File: config.mk
export PLATFORM = sky130hd
export DESIGN_NAME = mem_port_arbiter
export DESIGN_NICKNAME = d
export VERILOG_FILES = /design/src/rtl/mem_port_arbiter.sv
export SDC_FILE = /design/constraint.sdc
export NUM_CORES = 1
export LEC_CHECK = 0
export BUFFER_PORTS_ARGS = -buffer_cell sky130_fd_sc_hd__buf_2
export CORE_MARGIN = 2
export CORE_UTILIZATION = 24
export CTS_CLUSTER_DIAMETER = 120
export DETAILED_ROUTE_END_ITERATION = 6
export PLACE_DENSITY = 0.54
export SYNTH_ARGS = -nofsm -noshare
export SYNTH_HDL_FRONTEND = slang
export SYNTH_SLANG_ARGS = --single-unit
export TNS_END_PERCENT = 1
File: constraint.sdc
create_clock -name clk -period 9.54 [get_ports clk]
set_clock_uncertainty 0.15 [all_clocks]
set_input_delay 0.954 -clock clk [delete_from_list [all_inputs] [get_ports clk]]
set_output_delay 0.954 -clock clk [all_outputs]
set_load 0.03 [all_outputs]
File: src/rtl/mem_port_arbiter.sv
// Arbitrates one fixed-latency memory port between instruction fetch (IF) and load/store (D).
// Define MEM_ARB_STARVE_GUARD_EN to force an IF grant after STARVE_LIMIT consecutive losses to D.
module mem_port_arbiter #(
  parameter int ADDR_W       = 32,
  parameter int DATA_W       = 32,
  parameter int WAIT_CYCLES  = 2,
  parameter int STARVE_LIMIT = 4
) (
  input  logic              clk,
  input  logic              reset,
  input  logic              if_req,
  input  logic [ADDR_W-1:0] if_addr,
  output logic              if_ack,
  output logic [DATA_W-1:0] if_rdata,
  input  logic              d_req,
  input  logic              d_we,
  input  logic [ADDR_W-1:0] d_addr,
  input  logic [DATA_W-1:0] d_wdata,
  output logic              d_ack,
  output logic [DATA_W-1:0] d_rdata,
  output logic              mem_en,
  output logic              mem_we,
  output logic [ADDR_W-1:0] mem_addr,
  output logic [DATA_W-1:0] mem_wdata,
  input  logic [DATA_W-1:0] mem_rdata,
  output logic              busy,
  output logic              owner
);

  typedef enum logic [1:0] {IDLE = 2'd0, ACCESS = 2'd1, DONE = 2'd2} state_t;

  state_t     state, state_nxt;
  logic [3:0] wait_cnt;
  logic       any_req;
  logic       grant_d;
  logic       if_force;

  if (WAIT_CYCLES < 1 || WAIT_CYCLES > 15 || STARVE_LIMIT < 1) begin : g_param_check
    $error("mem_port_arbiter: WAIT_CYCLES must be 1..15 and STARVE_LIMIT at least 1");
  end

  always_ff @(posedge clk or posedge reset) begin
    if (reset) state <= IDLE;
    else       state <= state_nxt;
  end

  always_comb begin
    any_req   = if_req | d_req;
    grant_d   = d_req & ~if_force;
    state_nxt = state;
    case (state)
      IDLE:    if (any_req) state_nxt = ACCESS;
      ACCESS:  if (wait_cnt == 4'd0) state_nxt = DONE;
      DONE:    state_nxt = IDLE;
      default: state_nxt = IDLE;
    endcase
  end

  // Grant-time latching; address and write data stay frozen for the whole access.
  always_ff @(posedge clk or posedge reset) begin
    if (reset) begin
      owner     <= 1'b0;
      mem_we    <= 1'b0;
      mem_addr  <= '0;
      mem_wdata <= '0;
      wait_cnt  <= 4'd0;
      if_rdata  <= '0;
      d_rdata   <= '0;
    end else begin
      case (state)
        IDLE: begin
          if (any_req) begin
            owner     <= grant_d;
            mem_we    <= grant_d & d_we;
            mem_addr  <= grant_d ? d_addr : if_addr;
            mem_wdata <= grant_d ? d_wdata : '0;
            wait_cnt  <= 4'(WAIT_CYCLES - 1);
          end
        end
        ACCESS: begin
          if (wait_cnt == 4'd0) begin
            if (!owner)       if_rdata <= mem_rdata;
            else if (!mem_we) d_rdata  <= mem_rdata;
          end else begin
            wait_cnt <= wait_cnt - 4'd1;
          end
        end
        default: ;
      endcase
    end
  end

`ifdef MEM_ARB_STARVE_GUARD_EN
  localparam int STARVE_W = $clog2(STARVE_LIMIT + 1);

  logic [STARVE_W-1:0] starve_cnt;

  assign if_force = if_req && (starve_cnt == STARVE_W'(STARVE_LIMIT));

  // Counts arbitrations IF lost to D; saturates so the force stays asserted until IF wins.
  always_ff @(posedge clk or posedge reset) begin
    if (reset) begin
      starve_cnt <= '0;
    end else if (state == IDLE && any_req) begin
      if (!grant_d)
        starve_cnt <= '0;
      else if (if_req && starve_cnt != STARVE_W'(STARVE_LIMIT))
        starve_cnt <= starve_cnt + STARVE_W'(1);
    end
  end
`else
  assign if_force = 1'b0;
`endif

  assign busy   = (state != IDLE);
  assign mem_en = (state == ACCESS);
  assign if_ack = (state == DONE) && !owner;
  assign d_ack  = (state == DONE) && owner;

endmodule
### After elaboration in Yosys (flattened, before gate mapping)

Cells that the tools add are included.

| cells by class | value |
|---|---|
| mux-type cells | 8 |
| add/subtract/negate cells | 1 |
| reduce and logical (&&, ||, !) cells | 12 |
| div/mod/pow operators | 0 |
| equal/unequal tests | 5 |
| order comparisons | 0 |
| shift operators | 0 |
| bitwise operators | 4 |
| multipliers | 0 |

Operator list:

| operator | count |
|---|---|
| $mux W32 | 2 |
| $mux W4 | 2 |
| $pmux W4 S2 | 1 |
| $reduce_and A3 Y1 | 2 |
| $logic_not A4 Y1 | 1 |
| $mux W2 | 2 |
| $ne A2 B2 Y1 const B | 2 |
| $pmux W2 S2 | 1 |
| $reduce_and A2 Y1 | 2 |
| $reduce_and A4 Y1 | 1 |
| $reduce_bool A2 Y1 | 2 |
| $sub A4 B1 Y4 const B | 1 |
| $eq A2 B1 Y1 const B | 1 |
| $eq A2 B2 Y1 const B | 1 |
| $logic_and A1 B1 Y1 | 2 |
| $logic_not A2 Y1 | 1 |
| $ne A2 B1 Y1 const B | 1 |
| $not A1 Y1 | 2 |
| $and A1 B1 Y1 | 1 |
| $logic_not A1 Y1 | 1 |
| $or A1 B1 Y1 | 1 |

| storage, ports and cells | value |
|---|---|
| bits in writable memories | 0 |
| memories kept | 0 |
| output and inout port bits | 134 |
| logic and storage cells | 38 |
| register bits | 136 |
| ROM bits | 0 |
| latch bits | 0 |

### Logic depth before layout (Yosys ltp)

| depth | value |
|---|---|
| word-level depth | 3 |
| mapped depth | 7 |
| gate-level depth less buffers | 5 |

### Least setup slack after synthesis

OpenSTA, ideal clock, no wires.

| path | value |
|---|---|
| path kind | flip-flop to output port |
| start | reg owner |
| end | out if_ack |
| required time | 8.436 ns |
| slack | 7.150 ns |
| buffers on the path | 0 |
| data arrival time | 1.286 ns |
| stages on the path, launching flop included | 2 |
| cell sequence | dfrtp_1 -> nor3b_1 |

| between the ends | value |
|---|---|
| cells in the longest elaborated chain, start to end | 2 |

RTL lines:

| element | line | source |
|---|---|---|
| start, declared | 27 | `output logic owner` |
| start signal, assigned | 73 | `owner <= grant_d;` |
| $logic_not A1 Y1 | 117 | `assign if_ack = (state == DONE) && !owner;` |
| $logic_and A1 B1 Y1 | 117 |  |
| end, declared | 13 | `output logic if_ack,` |

Every way passes these cells.

### Worst setup path after layout

| path | value |
|---|---|
| start | reg state[1] |
| end | out busy |

| between the ends | value |
|---|---|
| cells in the longest elaborated chain, start to end | 1 |

RTL lines:

| element | line | source |
|---|---|---|
| start, declared | 32 | `state_t state, state_nxt;` |
| start signal, assigned | 44 | `else state <= state_nxt;` |
| $reduce_bool A2 Y1 | 115 | `assign busy = (state != IDLE);` |
| end, declared | 26 | `output logic busy,` |

Every way passes these cells.

==> flow_summary_export.csv <==
group,metric,value,unit
pwr,finalPower,3.05,mW
setup_path,critPathKind,"reg2out",
timing,relSlewSlack,30.8,%
timing,min_period,3150,ps
floorplanning,ios,267,
timing,tightestPinTransition,1040,ps
clock_tree,cts_buffers,17,
finish,n_fill_cell,2318,
logic_synthesis,synth-main-ff-cell,"dfrtp_1",
logic_synthesis,synth_edf_count,0,
logic_synthesis,synth.distinct_cells,29,
timing,fin_worst_hold_slack,333,ps
pwr,cellPowerDensity,397,nW/um^2
logic_synthesis,netlist_instances,392,
global_routing,grt-ovfl-total,0,
finish,fin_nets,789,
logic_synthesis,synth.avg_cell_area,14.2,um^2
logic_synthesis,synth_warnings,0,
floorplanning,die_area,24400,um^2
outcome,status,"completed",
route,routed_wl,14.4,mm
route,met1_length,6.30,mm
timing,max_freq,318,MHz
setup_path,crit_required,8440,ps
route,wl_met3,984,um
route,wl_per_cell,15.1,um
logic_synthesis,yosysSeqAreaShare,61.2,%
placed_design,hpwl,9.99,mm
global_routing,grt_usage,11.9,%
worst_hold_path,holdCritPathClass,"reg2reg",
clock_tree,cts.sinks,136,
finish,area_growth,38.3,%
logic_synthesis,synth_area,5560,um^2
global_routing,grt_pass1_vias,4274,
timing,fin_crit_sh,33.0,%
clock_tree,cts_buffer_depth,2,
timing,grt_setup_unrepaired,"false",
timing,finalHoldViolCount,0,
finish,final_common_cell,"buf_2",
floorplanning,coreArea,22700,um^2
job,drv_cap,0,
setup_path,worst-path-max-fanout,36,
finish,layout.cells.non_filler,951,
clock_tree,clk_latency,400,ps
logic_synthesis,synth_nets,527,
clock_tree,ctsResizeCount,0,
worst_hold_path,hold_path_depth,1,
clock_tree,post_cts.repair.setup_buffers,0,
placed_design,placed_cells_incl_taps,920,
floorplanning,die_y,156,um
setup_path,start_kind,"register",
route,ant_nets,0,
route,firstDrtPassIters,4,
finish,drive_above_1_share,55.5,%
floorplanning,num_rows,55,
setup_path,worstSetupEndpointType,"output port",
timing,final.setup.tns,0,ps
floorplanning,start_util,24.5,%
route,first_iter_violations,129,
pwr,ir_worst_vdd,0.000135,V
pwr,leakage,3.97,nW
logic_synthesis,async_flop_share,100,%
clock_tree,clockRootBuffer,"clkbuf_16",
route,drc,0,
floorplanning,die_w,156,um
clock_tree,clk_pin_slew,60,ps
placed_design,place.gp.congestion,0.701,
clock_tree,hold_buffers,0,
timing,setup_viol,0,
finish,mostFrequentLayoutCells,"buf_2 (266), dfrtp_1 (136), o21ai_0 (67)",
placed_design,port_buffers,266,
setup_path,worstPathArrival,2040,ps
route,wl_met2,6.77,mm
global_routing,antenna_found_initial,1,
clock_tree,cts_tree,"built",
logic_synthesis,synth.ff_latch_count,136,
route,via_count,4107,
timing,final_max_slew_viol_count,0,
route,highest_layer,"met4",
global_routing,grt_max_degree,83,
route,viasPerCell,4.32,
setup_path,ff2ff_path_depth,3,
clock_tree,cts.htree.levels,4,
global_routing,grt_pass1_wl,22.6,mm
## where the power goes
group | switching (mW) | total [mW] | internal, mW | leakage, nW
sequential | 0.139 | 0.996 | 0.857 | 1.65
clock | 0.252 | 0.613 | 0.362 | 0.264
combinational | 0.937 | 1.45 | 0.509 | 2.05
## final timing paths
kind                       slack, ps         start      endpoint
setup / recovery                6390      state[1]          busy
hold / removal                   330  if_rdata[30]  if_rdata[30]
setup reg to reg                7160      state[1]   d_rdata[25]
hold reg to reg                  330  if_rdata[30]  if_rdata[30]
max in group asynchronous       7490         reset    d_rdata[4]
min in group asynchronous        510         reset  mem_wdata[3]
## state kept, by name, summed over array words and instances, names as in the netlist
name / count
d_rdata: 32
state: 2
mem_addr: 32
if_rdata: 32
wait_cnt: 4
mem_we: 1
owner: 1
mem_wdata: 32
## cell usage after synthesis, drive strengths merged, types with 2 or more instances
master / instances / area [um^2]
dfrtp: 136 / 3400
clkbuf: 21 / 78.8
nor2: 5 / 18.8
nand2: 2 / 7.51
buf: 8 / 90.1
nand4b: 2 / 17.5
inv: 4 / 15.0
mux2i: 33 / 330
ha: 2 / 25.0
a21oi: 2 / 10.0
a22o: 33 / 289
o21ai: 68 / 340
mux2: 65 / 845
## cells by family (layout without fill, tap and decap cells)
kind of cell / after synthesis / after routing / share of synthesized area [%]
AO/OA/AOI/OAI: 106 / 106 / 11.9
multiplexers: 98 / 98 / 21.1
buffers and inverters: 33 / 306 / 3.31
adder cells (fa/ha/maj): 2 / 2 / 0.450
flip-flops: 136 / 136 / 61.2
other: 0 / 1 / 0
AND/OR/NAND/NOR: 17 / 17 / 2.00
## through the flow
stage / setup WS (ps) / util, % / cell area (um^2)
floorplan: 4800 / - / 5560
detailed placement: 6590 / 31.5 / 7150
finish: 6390 / 33.9 / 7690
CTS: 6320 / 33.9 / 7690
global placement: 6630 / 31.5 / 7150
global route: 6200 / 33.9 / 7690
## layout make-up
cell class	instances	area (um^2)	area share (%)
clock inverters	12	104	1.35
inverters	4	20.0	0.260
clock buffers	18	439	5.71
diodes	1	2.50	0.0325
repair buffers	272	1380	17.9
well taps	285	357	4.64
multi-input cells	223	1990	25.9
flip-flops and latches	136	3400	44.2
## critical path: stages, from the launching register on
cell and delay [ps]:
dfrtp_1 390, nor2_1 120, inv_1 760, buf_2 350
## routing by layer
| metal | global-route usage [%] | vias to the layer above |
|---|---|---|
| met3 | 3.57 | 18 |
| li1 | - | 1952 |
| met4 | 4.72 | 0 |
| met1 | 14.7 | 1974 |
| met2 | 19.4 | 163 |
| met5 | 0 | - |
Power figures use the tool's default switching activity.
